===== src/rtl/branch_stack.sv =====
// branch_stack: in-flight branch tracker between dispatch and execute.
// Optional perf counters: define BS_PERF_CNT_EN.
`ifndef N
`define N 2
`endif

package branch_stack_pkg;
  typedef struct packed {
    logic [31:0] pc;
    logic [31:0] target;
    logic        pred_taken;
  } BRANCH_PREDICTOR_PACKET;
endpackage

module branch_stack
  import branch_stack_pkg::*;
#(
  parameter int DEPTH = 8,
  parameter int TAG_W = $clog2(DEPTH)
) (
  input  logic                   clock,
  input  logic                   reset,
  input  logic [`N-1:0]          dispatch_valid,
  input  BRANCH_PREDICTOR_PACKET [`N-1:0]
                                 dispatch_bp_packets,
  output logic                   dispatch_stall,
  output logic [`N-1:0][TAG_W-1:0]
                                 dispatch_tags,
  output logic [TAG_W:0]         free_count,
  input  logic                   ex_resolve_valid,
  input  logic [TAG_W-1:0]       ex_resolve_tag,
  input  logic                   ex_actual_taken,
  input  logic                   ex_mispred,
  output BRANCH_PREDICTOR_PACKET bs_bp_packet,
  output logic                   resolving_valid_branch,
  output logic                   actual_taken,
  output logic                   mispred,
  output logic [DEPTH-1:0]       squash_mask
`ifdef BS_PERF_CNT_EN
  ,
  output logic [31:0]            perf_resolved,
  output logic [31:0]            perf_mispred
`endif
);

  localparam logic [TAG_W:0] DEPTH_C = (TAG_W+1)'(DEPTH);
  localparam logic [TAG_W:0] ONE     = (TAG_W+1)'(1);

  logic [TAG_W:0]   head_q, head_d;
  logic [TAG_W:0]   tail_q, tail_d;
  logic [TAG_W:0]   free_q, free_d;
  logic [DEPTH-1:0] vld_q, vld_d;
  logic [DEPTH-1:0] res_q, res_d;
  logic [DEPTH-1:0] sq_q;
  logic             rvb_q, rvb_d;
  logic             tkn_q, tkn_d;
  logic             mis_q, mis_d;

  BRANCH_PREDICTOR_PACKET pkt_q [DEPTH];
  BRANCH_PREDICTOR_PACKET opkt_q, opkt_d;

  logic [TAG_W-1:0] head_lo;
  logic [TAG_W-1:0] rdist;
  logic [TAG_W-1:0] ridx;
  logic [TAG_W:0]   disp_cnt;
  logic [TAG_W:0]   ret_cnt;
  logic             res_ok;
  logic             mis_ok;
  logic             alloc_en;
  logic             run;
  logic [DEPTH-1:0] sq_mask;
  logic [DEPTH-1:0] ret_mask;
  logic [DEPTH-1:0] alloc_mask;
  logic [DEPTH-1:0] res_hot;

  assign head_lo = head_q[TAG_W-1:0];
  assign rdist   = ex_resolve_tag - head_lo;

  // Compacted tags: each valid slot takes the next free index.
  always_comb begin
    disp_cnt = '0;
    for (int i = 0; i < `N; i++) begin
      dispatch_tags[i] = tail_q[TAG_W-1:0]
                       + disp_cnt[TAG_W-1:0];
      disp_cnt = disp_cnt
               + {{TAG_W{1'b0}}, dispatch_valid[i]};
    end
  end

  assign dispatch_stall = disp_cnt > free_q;

  assign res_ok = ex_resolve_valid
               && vld_q[ex_resolve_tag]
               && !res_q[ex_resolve_tag];
  assign mis_ok   = res_ok && ex_mispred;
  assign alloc_en = !dispatch_stall && !mis_ok;
  assign res_hot  = res_ok
                  ? (DEPTH'(1) << ex_resolve_tag)
                  : '0;

  // Younger than the resolving branch = larger distance from head.
  always_comb begin
    sq_mask = '0;
    for (int e = 0; e < DEPTH; e++) begin
      if (mis_ok && vld_q[e]
          && ((TAG_W'(e) - head_lo) > rdist))
        sq_mask[e] = 1'b1;
    end
  end

  always_comb begin
    ret_cnt  = '0;
    ret_mask = '0;
    run      = 1'b1;
    ridx     = '0;
    for (int k = 0; k < `N; k++) begin
      ridx = head_lo + TAG_W'(k);
      if (run && vld_q[ridx] && res_q[ridx]) begin
        ret_mask[ridx] = 1'b1;
        ret_cnt        = ret_cnt + ONE;
      end else begin
        run = 1'b0;
      end
    end
  end

  always_comb begin
    alloc_mask = '0;
    for (int i = 0; i < `N; i++) begin
      if (alloc_en && dispatch_valid[i])
        alloc_mask[dispatch_tags[i]] = 1'b1;
    end
  end

  always_comb begin
    tail_d = tail_q;
    if (mis_ok)
      tail_d = head_q + {1'b0, rdist} + ONE;
    else if (alloc_en)
      tail_d = tail_q + disp_cnt;
    head_d = head_q + ret_cnt;
    free_d = DEPTH_C - (tail_d - head_d);
    vld_d  = (vld_q & ~ret_mask & ~sq_mask)
           | alloc_mask;
    res_d  = (res_q & ~ret_mask & ~sq_mask
              & ~alloc_mask) | res_hot;
    rvb_d  = res_ok;
    tkn_d  = res_ok && ex_actual_taken;
    mis_d  = mis_ok;
    opkt_d = res_ok ? pkt_q[ex_resolve_tag] : '0;
  end

  always_ff @(posedge clock) begin
    if (reset) begin
      head_q <= '0;
      tail_q <= '0;
      free_q <= DEPTH_C;
      vld_q  <= '0;
      res_q  <= '0;
      sq_q   <= '0;
      rvb_q  <= 1'b0;
      tkn_q  <= 1'b0;
      mis_q  <= 1'b0;
      opkt_q <= '0;
    end else begin
      head_q <= head_d;
      tail_q <= tail_d;
      free_q <= free_d;
      vld_q  <= vld_d;
      res_q  <= res_d;
      sq_q   <= sq_mask;
      rvb_q  <= rvb_d;
      tkn_q  <= tkn_d;
      mis_q  <= mis_d;
      opkt_q <= opkt_d;
    end
  end

  always_ff @(posedge clock) begin
    for (int i = 0; i < `N; i++) begin
      if (alloc_en && dispatch_valid[i])
        pkt_q[dispatch_tags[i]] <= dispatch_bp_packets[i];
    end
  end

  assign free_count             = free_q;
  assign bs_bp_packet           = opkt_q;
  assign resolving_valid_branch = rvb_q;
  assign actual_taken           = tkn_q;
  assign mispred                = mis_q;
  assign squash_mask            = sq_q;

`ifdef BS_PERF_CNT_EN
  logic [31:0] perf_res_q;
  logic [31:0] perf_mis_q;

  always_ff @(posedge clock) begin
    if (reset) begin
      perf_res_q <= '0;
      perf_mis_q <= '0;
    end else begin
      if (res_ok && (perf_res_q != '1))
        perf_res_q <= perf_res_q + 32'd1;
      if (mis_ok && (perf_mis_q != '1))
        perf_mis_q <= perf_mis_q + 32'd1;
    end
  end

  assign perf_resolved = perf_res_q;
  assign perf_mispred  = perf_mis_q;
`endif

endmodule


===== config.mk =====
export PLATFORM = sky130hd
export DESIGN_NAME = branch_stack
export DESIGN_NICKNAME = d
export VERILOG_FILES = /design/src/rtl/branch_stack.sv
export SDC_FILE = /design/constraint.sdc
export NUM_CORES = 1
export LEC_CHECK = 0
export CORE_ASPECT_RATIO = 1.25
export CORE_UTILIZATION = 30
export DETAILED_ROUTE_END_ITERATION = 8
export GPL_TIMING_DRIVEN = 0
export SLEW_MARGIN = 5
export SYNTH_ARGS = -nofsm -noshare
export SYNTH_HDL_FRONTEND = slang
export SYNTH_SLANG_ARGS = --single-unit

===== constraint.sdc =====
create_clock -name clock -period 5.8 [get_ports clock]
set_input_delay 1.45 -clock clock [delete_from_list [all_inputs] [get_ports clock]]
set_output_delay 1.45 -clock clock [all_outputs]
set_load 0.05 [all_outputs]

==> flow_metrics.tcl <==
set metrics [dict create \
    worstHoldPathType "reg2reg" \
    status "finished clean" \
    dr_total_vias 18275 \
    clock_skew_ns 0.03194 \
    period_share_pct 95.85 \
    path_max_fanout 10 \
    io_buffers 226 \
    clock-sinks 624 \
    dieHeight_um 356.8 \
    cts_made_buffers 73 \
    pre_cts_slack_ns -0.6225 \
    timing.rr.end "free_count[3]" \
    gp_congestion 0.8964 \
    synth_area_leaders "edfxtp_1 (52%), mux2_1 (10%), mux4_2 (9.7%), mux2_2 (9.2%), dfxtp_1 (6.9%)" \
    postLayoutCellArea_um2 36950 \
    insertion_delay_ns 0.64 \
    syn-num-nets 2046 \
    synthFlopType "edfxtp_1" \
    synth-seq-cells 624 \
    grt-ovfl-total 0 \
    critPathCaptureType "register" \
    synthCells 1862 \
    crit_chain "clkdlybuf4s50_1, clkbuf_1, clkbuf_1, xor2_1, inv_1, ha_1, xor2_1, nand2_1, o21ai_0, ha_1, inv_1, fa_1, xnor2_1, xnor2_1, o2111a_1, a21oi_1" \
    finalHoldViolCount 0 \
    grt_pass1_wl_mm 132.8 \
    rr_worst_depth 18 \
    clockBufferDepth 3 \
    grt_pass1_vias 19754 \
    grtUsageTotal_pct 18.06 \
    startpoint_type "primary input" \
    ant_nets 0 \
    max_stage_delay_ns 0.97 \
    worst_ep_arrival_time_ns 6.05 \
    maxSlewHeadroom_pct 12.43 \
    worst_slack_ns 0.2408 \
    fmax_mhz 179.9 \
    slowest_stage "clkbuf_1" \
    report.final.setup_viol 0 \
    synth-edff-count 520 \
    wl_per_cell_um 25.98 \
    clk_pin_slew_ns 0.06 \
    hp-start "res_q[7]" \
    powerDensity_nw_per_um2 395.6 \
    seq_area_frac_synth_pct 58.58 \
    area_growth_syn_to_layout_pct 22.30 \
    routed_via_density 5.138 \
    worstHoldPathCells 2 \
    yosysTopAreaCell "edfxtp_1" \
    drcViolationCount 0 \
    nNetsFinal 2365 \
    initial_core_util_pct 30.39 \
    stdcell_count 3557 \
    dpl.cell_count 3417 \
    ys_warn_count 0 \
    grt_max_degree 36 \
    reg2reg_slack_ns 0.34 \
    dp_hpwl_mm 61.18 \
    place_area_um2 34570 \
    antenna_found_initial 25 \
    fillerInstances 9499 \
    tightest_slew_ns 1.314 \
    die_area_um2 102000 \
    layout_commonest_cell "edfxtp_1" \
    rows 129 \
    cts_tree "built" \
    htree_levels 3 \
    irDropWorstVdd_mv 0.3041 \
    synth.distinct_cells 67 \
    drtIter0Drc 1454 \
    firstDrtPassIters 7 \
    core_area_um2 99430 \
    die_w_um 285.8 \
    cts_root_buffer "clkbuf_16" \
    yosysTopAreaCellShare_pct 51.69 \
    min_period_ns 5.559 \
    syn_area_um2 30210 \
    drv_cap 0 \
    r2r_start "head_q[1]" \
    async_reset_ff_share_pct 0 \
    final_max_slew_viol_count 0 \
    grt_setup_unrepaired "no" \
    postSynthAreaPerCell_um2 16.23 \
    leakage_nw 12.38 \
    hold_end "res_q[7]" \
    drive_gt1_share_pct 24.26 \
    criticalPathCategory "in2reg" \
    layout_common_cells "edfxtp_1 (520), mux2_1 (274), mux2_2 (246)" \
    ios 227 \
    worstPathRequired_ns 6.29 \
    cts_hold_buf 0 \
    totalWireLength_mm 92.42 \
]
flip-flops by register name, indices dropped and copies added (netlist names):
register	count
mispred	1
free_count	4
bs_bp_packet	65
tail_q	4
vld_q	8
actual_taken	1
squash_mask	8
resolving_valid_branch	1
head_q	4
pkt_q	520
res_q	8
per-layer routing:
layer	part of all wire (%)	vias up	track usage, %
met5	0.26	-	0
met4	3.1	36	6.888
met3	6.0	198	3.945
met2	52	599	32.64
met1	38	9431	20.69
li1	-	8011	-
power by group:
group / leakage (nW) / internal, W / switching (W)
sequential: 5.61 / 0.00613 / 0.000247
clock: 1.15 / 0.00263 / 0.00191
combinational: 5.62 / 0.00147 / 0.00223
critical path, delay by kind of cell:
family                     cells  cell delay [ns]
buffers and inverters          5             2.25
and+or+nand+nor                1             0.08
xor gates and xnor gates       4             0.75
adders and majority gates      3             1.12
AOI/OAI and AO/OA              3             0.40
cell type report:
class	instances	area, um^2	share of cell area, %
Antenna cell	5	12.51	0.03386
Buffer	116	516.7	1.399
Clock buffer	104	2064	5.588
Clock inverter	32	285.3	0.7721
Inverter	38	150.1	0.4064
Multi-Input combinational cell	1083	11910	32.22
Sequential cell	624	17700	47.90
Tap cell	1310	1639	4.436
Timing Repair Buffer	245	2678	7.247
repair_timing:
action,in CTS,in global routing
endpoints found under the setup margin,1,2
gates resized for setup,2,6
buffers inserted,0,0
cloned,0,0
how the worst max path moves through the flow:
stage	from	depth (start not counted)	to	slack, ns
after floorplan	dispatch_valid[0]	8	pkt_q[1][0]	0.47
after CTS	ex_resolve_tag[1]	15	free_count[3]	0.009
after global placement	dispatch_valid[1]	9	pkt_q[3][52]	-2.72
after detailed placement	ex_resolve_tag[1]	15	free_count[3]	-0.62
after global routing	dispatch_valid[1]	11	pkt_q[7][60]	0.003
final	ex_resolve_tag[2]	16	free_count[3]	0.24
cells in the mapped netlist (all sizes together), types with 17 or more instances:
cell type	instances
a21oi	19
mux2	520
dfxtp	104
mux2i	65
inv	37
mux4	130
o21ai	17
edfxtp	520
nand2	35
ha	39
clkbuf	53
buf	64
nor2	109
metrics by stage:
stage / utilization (%) / hold WS [ns] / setup TNS (ns) / power, W
floorplan: - / 0.4607 / 0 / 0.008582
global placement: 34.32 / 0.4870 / -1212.81 / 0.009973
detailed placement: 34.77 / 0.4923 / -75.38 / 0.01022
CTS: 37.14 / 0.5043 / 0 / 0.01479
global route: 37.16 / 0.5423 / 0 / 0.01518
finish: 37.16 / 0.5088 / 0 / 0.01462
kinds of logic (layout without fill, tap and decap cells):
family                     Yosys count  in the layout  share of synthesized area (%)
adders and majority gates           44             44                          1.947
other                                0              5                              0
DFF                                624            624                          58.58
buffers and inverters              155            535                          2.187
xor gates and xnor gates            12             12                         0.3479
muxes                              715            715                          31.23
and+or+nand+nor                    214            214                          3.326
AOI/OAI and AO/OA                   98             98                          2.390
No activity file was read; power rests on OpenSTA's default activity.
